<file path="src/rtl/rmii_rx_frame_ctrl.sv">
// Receive frame sequencer: streams RMII bytes into the frame buffer and
// qualifies each frame (destination, length, FCS) with a commit or discard.
module rmii_rx_frame_ctrl #(
    parameter int MIN_LEN = 64,
    parameter int MAX_LEN = 1518
) (
    input  logic        clock,
    input  logic        reset,
    input  logic [7:0]  rx_data,
    input  logic        rx_active,
    input  logic [47:0] local_mac,
    input  logic        promiscuous,
    input  logic        buf_full,
    output logic [7:0]  wr_data,
    output logic        wr_en,
    output logic        commit,
    output logic        discard,
    output logic [10:0] frame_len,
    output logic        crc_err,
    output logic        len_err,
    output logic        ovf_err
);

    localparam logic [31:0] CRC_RESIDUE = 32'hDEBB20E3;

    typedef enum logic [2:0] {WAIT_IDLE, IDLE, DEST, BODY, DROP} state_t;

    state_t      state, state_n;
    logic [10:0] count, count_n, count_inc;
    logic [31:0] crc, crc_n;
    logic        ml, mb, ml_n, mb_n;
    logic [2:0]  byte_idx;
    logic [7:0]  mac_byte;
    logic        wr_en_n, commit_n, discard_n, crc_err_n, len_err_n, ovf_err_n;

    function automatic logic [31:0] crc_step(input logic [31:0] c, input logic [7:0] d);
        logic [31:0] r;
        r = c;
        for (int i = 0; i < 8; i++)
            r = (r[0] ^ d[i]) ? ((r >> 1) ^ 32'hEDB88320) : (r >> 1);
        return r;
    endfunction

    // In IDLE the counter still holds the previous frame's length.
    assign byte_idx  = (state == IDLE) ? 3'd0 : count[2:0];
    assign count_inc = (count == 11'h7FF) ? count : count + 11'd1;

    always_comb begin
        case (byte_idx)
            3'd0:    mac_byte = local_mac[47:40];
            3'd1:    mac_byte = local_mac[39:32];
            3'd2:    mac_byte = local_mac[31:24];
            3'd3:    mac_byte = local_mac[23:16];
            3'd4:    mac_byte = local_mac[15:8];
            3'd5:    mac_byte = local_mac[7:0];
            default: mac_byte = 8'h00;
        endcase
    end

    always_comb begin
        state_n   = state;
        count_n   = count;
        crc_n     = crc;
        ml_n      = ml;
        mb_n      = mb;
        wr_en_n   = 1'b0;
        commit_n  = 1'b0;
        discard_n = 1'b0;
        crc_err_n = 1'b0;
        len_err_n = 1'b0;
        ovf_err_n = 1'b0;
        case (state)
            WAIT_IDLE: if (!rx_active) state_n = IDLE;
            IDLE: begin
                if (rx_active) begin
                    if (buf_full) begin
                        state_n   = DROP;
                        discard_n = 1'b1;
                        ovf_err_n = 1'b1;
                    end else begin
                        wr_en_n = 1'b1;
                        count_n = 11'd1;
                        crc_n   = crc_step(32'hFFFFFFFF, rx_data);
                        ml_n    = (rx_data == mac_byte);
                        mb_n    = (rx_data == 8'hFF);
                        state_n = DEST;
                    end
                end
            end
            DEST, BODY: begin
                if (!rx_active) begin
                    state_n = IDLE;
                    if (count < 11'(MIN_LEN)) begin
                        discard_n = 1'b1;
                        len_err_n = 1'b1;
                    end else if (crc != CRC_RESIDUE) begin
                        discard_n = 1'b1;
                        crc_err_n = 1'b1;
                    end else begin
                        commit_n = 1'b1;
                    end
                end else if (buf_full) begin
                    state_n   = DROP;
                    discard_n = 1'b1;
                    ovf_err_n = 1'b1;
                end else if (count_inc == 11'(MAX_LEN + 1)) begin
                    // The oversize byte itself is not written; the frame is rolled back anyway.
                    state_n   = DROP;
                    discard_n = 1'b1;
                    len_err_n = 1'b1;
                end else begin
                    wr_en_n = 1'b1;
                    count_n = count_inc;
                    crc_n   = crc_step(crc, rx_data);
                    if (state == DEST) begin
                        ml_n = ml & (rx_data == mac_byte);
                        mb_n = mb & (rx_data == 8'hFF);
                        if (count == 11'd5) begin
                            if (promiscuous || ml_n || mb_n) begin
                                state_n = BODY;
                            end else begin
                                state_n   = DROP;
                                discard_n = 1'b1;
                            end
                        end
                    end
                end
            end
            DROP:    if (!rx_active) state_n = IDLE;
            default: state_n = WAIT_IDLE;
        endcase
    end

    always_ff @(posedge clock) begin
        if (reset) begin
            state     <= WAIT_IDLE;
            count     <= '0;
            crc       <= 32'hFFFFFFFF;
            ml        <= 1'b0;
            mb        <= 1'b0;
            wr_data   <= '0;
            wr_en     <= 1'b0;
            commit    <= 1'b0;
            discard   <= 1'b0;
            crc_err   <= 1'b0;
            len_err   <= 1'b0;
            ovf_err   <= 1'b0;
            frame_len <= '0;
        end else begin
            state   <= state_n;
            count   <= count_n;
            crc     <= crc_n;
            ml      <= ml_n;
            mb      <= mb_n;
            wr_en   <= wr_en_n;
            commit  <= commit_n;
            discard <= discard_n;
            crc_err <= crc_err_n;
            len_err <= len_err_n;
            ovf_err <= ovf_err_n;
            if (wr_en_n)  wr_data   <= rx_data;
            if (commit_n) frame_len <= count;
        end
    end

endmodule

</file>
<file path="config.mk">
export PLATFORM = sky130hd
export DESIGN_NAME = rmii_rx_frame_ctrl
export DESIGN_NICKNAME = d
export VERILOG_FILES = /design/src/rtl/rmii_rx_frame_ctrl.sv
export SDC_FILE = /design/constraint.sdc
export NUM_CORES = 1
export LEC_CHECK = 0
export ABC_AREA = 1
export ABC_CLOCK_PERIOD_IN_PS = 5200
export CAP_MARGIN = 25
export CELL_PAD_IN_SITES_DETAIL_PLACEMENT = 1
export CELL_PAD_IN_SITES_GLOBAL_PLACEMENT = 1
export CORE_MARGIN = 2
export CORE_UTILIZATION = 41
export DETAILED_ROUTE_END_ITERATION = 6
export GPL_ROUTABILITY_DRIVEN = 0
export HOLD_SLACK_MARGIN = 0.02
export MAX_ROUTING_LAYER = met4
export PLACE_DENSITY_LB_ADDON = 0.1
export SYNTH_ARGS = -nofsm -noshare
export SYNTH_HDL_FRONTEND = slang
export SYNTH_SLANG_ARGS = --single-unit
</file>
<file path="constraint.sdc">
create_clock -name clock -period 5.2 [get_ports clock]
set_clock_uncertainty 0.05 [all_clocks]
set_input_delay 0.52 -clock clock [delete_from_list [all_inputs] [get_ports clock]]
set_output_delay 0.52 -clock clock [all_outputs]
set_load 0.02 [all_outputs]
</file>
==> summary.txt <==
Die
  • Die W: 118 um
  • FP Rows: 41
  • Core Region: 0.0126 mm^2
  • Die Span Y: 118 um
  • Die area: 0.0138 mm^2
  • I/O Pins: 86
  • Initial Util: 41.9%

Final layout
  • Multi-input logic area: 0.00323 mm^2
  • Area delta synth->final: 23.8%
  • Share of cells above drive strength 1: 5.50%
  • Final cell count without fillers: 1,045
  • Nets: 934
  • Ant diodes: 0
  • FF/Latch Area: 0.00146 mm^2
  • Fill count: 1,660
  • Fin util: 51.9%

Global route
  • Vias in the first global route: 5,859
  • Global route overflow: 0
  • Initial antenna violation count: 0
  • Total GRT Usage: 29.8%
  • Maximum number of pins on one net before global-route repair: 36
  • First-pass GRT wire length: 31,700 um

Outcome
  • Status: completed

Setup path
  • Critical path arrival: 3.67 ns
  • Startpoint Class: input port
  • Critical path class: input port to register
  • CP Capture Type: register
  • CP max FO: 11
  • Crit path required time: 5.34 ns
  • Critical Path Start: rx_data[0]
  • R2R Path Start: count[0]

Power
  • IR drop worst, VDD: 0.191 mV
  • P_leak: 2.98 nW
  • Pwr per Cell Area: 294 mW/mm^2

STA
  • Hold Fails Final Rpt: 0
  • Max Fclk: 0.283 GHz
  • Rel. slew slack: 52.9%
  • Fin. max-slew vios: 0
  • Unrepaired setup endpoints after global routing: false
  • Setup TNS Final: 0 ns
  • Crit path time final: 3.53 ns
  • Final Setup Violations: 0
  • Final Cycle Share: 68.0%
  • Worst slew pin tran: 0.696 ns

Hold path
  • Hold Crit Class: register to register
  • Worst min-delay path startpoint: wr_data[1]

Yosys
  • Synth Register Bits: 73
  • Syn Area/Cell: 6.64 um^2
  • Predominant post-synthesis flop cell: dfxtp_1
  • Yosys cell types: 46
  • Ys Warns: 0
  • Ys async rst share: 0%
  • Synth area leaders: dfxtp_1, xor2_1, nand2_1
  • Cell taking the most area after synthesis: dfxtp_1
  • Synth cell count leaders: nand2_1, inv_1, nor2_1, dfxtp_1, xor2_1
  • Most common cell in the netlist: nand2_1
  • Cell count after synthesis: 796
  • Seq/Total Area, Yosys: 27.7%
  • Top cell type's share of synthesized area: 27.7%
  • EDFF count, synth: 0
  • Post-Syn Nets: 862
  • Post-Syn Area: 0.00529 mm^2

CTS
  • H-tree Lvls: 3
  • CTS buffer count: 9
  • Post CTS Setup Buffer Count: 0
  • Worst-path clk slew: 0.06 ns
  • Root buffer cell: clkbuf_16
  • Post-CTS sizing: 0
  • Clock sinks: 73
  • CTS tree: yes
  • Worst-skew pair later-pin latency: 0.35 ns
  • Post-CTS Hold Fix Bufs: 0
  • Maximum clock insertion buffer count: 2

Place
  • Number of port buffers: 85
  • DP Cell Count: 1,028
  • Hpwl dp: 14,800 um

Detailed routing
  • # DRC: 0
  • 1st-pass router iterations: 5
  • Vias per cell: 5.42
  • Routed WL: 19,800 um
  • Drt wl/cell: 19.0 um
  • Iter 0 DRT Violations: 485
  • Detail Route Antenna Nets: 0
  • Vias: 5,663

Flow run
  • Max Cap Viol: 0
-- power by group --
group	internal [mW]	leakage [nW]	switching [mW]
combinational	0.236	2.23	0.401
clock	0.386	0.153	0.263
sequential	0.596	0.593	0.0396
total	1.22	2.98	0.704
-- kinds of logic (layout without fill, tap and decap cells) --
family | Yosys count | in the layout | synth area share [%]
flip-flops | 73 | 73 | 27.7
adder cells (fa/ha/maj) | 5 | 5 | 1.18
AO/OA/AOI/OAI | 158 | 158 | 17.3
buffers and inverters | 148 | 225 | 11.2
AND/OR/NAND/NOR | 318 | 318 | 26.3
XOR/XNOR | 94 | 94 | 16.4
-- final cells by class --
type / count / area share (%)
flip-flops and latches: 73 / 22.3
multi-input cells: 575 / 49.4
clock inverters: 6 / 1.01
clock buffers: 10 / 3.65
well taps: 172 / 3.29
repair buffers: 88 / 13.3
inverters: 121 / 6.94
-- worst max-delay path, stage by stage --
cell	delay, ns
clkdlybuf4s50_1	0.71
inv_1	0.23
nand2_1	0.12
nand2_1	0.41
xnor2_1	0.54
xor2_1	0.30
xor2_1	0.22
nor2_1	0.07
a211oi_1	0.34
o221ai_1	0.20
-- through the flow --
stage	power, mW	instance area [um^2]	setup slack (ns)	hold WS (ns)
3_5_place_dp	1.27	6230	1.32	0.414
3_3_place_gp	1.25	6230	1.44	0.402
4_1_cts	1.92	6540	1.64	0.427
2_1_floorplan	1.07	5290	2.86	0.399
6_report	1.92	6540	1.67	0.427
5_1_grt	2.01	6540	1.36	0.448
-- final timing paths --
path	end	cells after the start	slack, ns
max reg2reg	crc[7]	14	1.69
min reg2reg	wr_data[1]	2	0.43
min	wr_data[1]	2	0.43
max	crc[19]	10	1.67
-- per-layer routing --
metal	vias up	share of wire, %	track usage (%)
met5	-	0	-
met4	0	2.6	11.3
met3	43	5.7	4.70
met2	194	47	49.1
met1	2694	44	36.9
li1	2732	-	-
-- placed cells by master, fill, tap and decap left out, types with 3 or more instances in the layout --
master	n
clkdlybuf4s50_1	85
xnor2_1	25
nor3_1	11
buf_4	3
a31oi_1	7
clkbuf_16	9
a21oi_1	49
a32oi_1	5
xor2_1	65
nand3_1	40
o21ai_0	55
nor2_2	4
o21ai_1	5
o21a_1	3
o22ai_1	8
nand4_1	17
a22oi_1	4
ha_1	5
a211oi_1	6
inv_2	6
o221ai_1	3
nor2_1	114
nand2_1	116
inv_1	115
dfxtp_1	73
nand2_2	6
o22a_1	3
-- registers in the layout, summed over array words and instances, names as in the netlist --
name,cells
crc_err,1
crc,32
wr_data,8
frame_len,11
ml,1
ovf_err,1
state,3
mb,1
count,11
commit,1
len_err,1
wr_en,1
discard,1
Power figures use the tool's default switching activity.
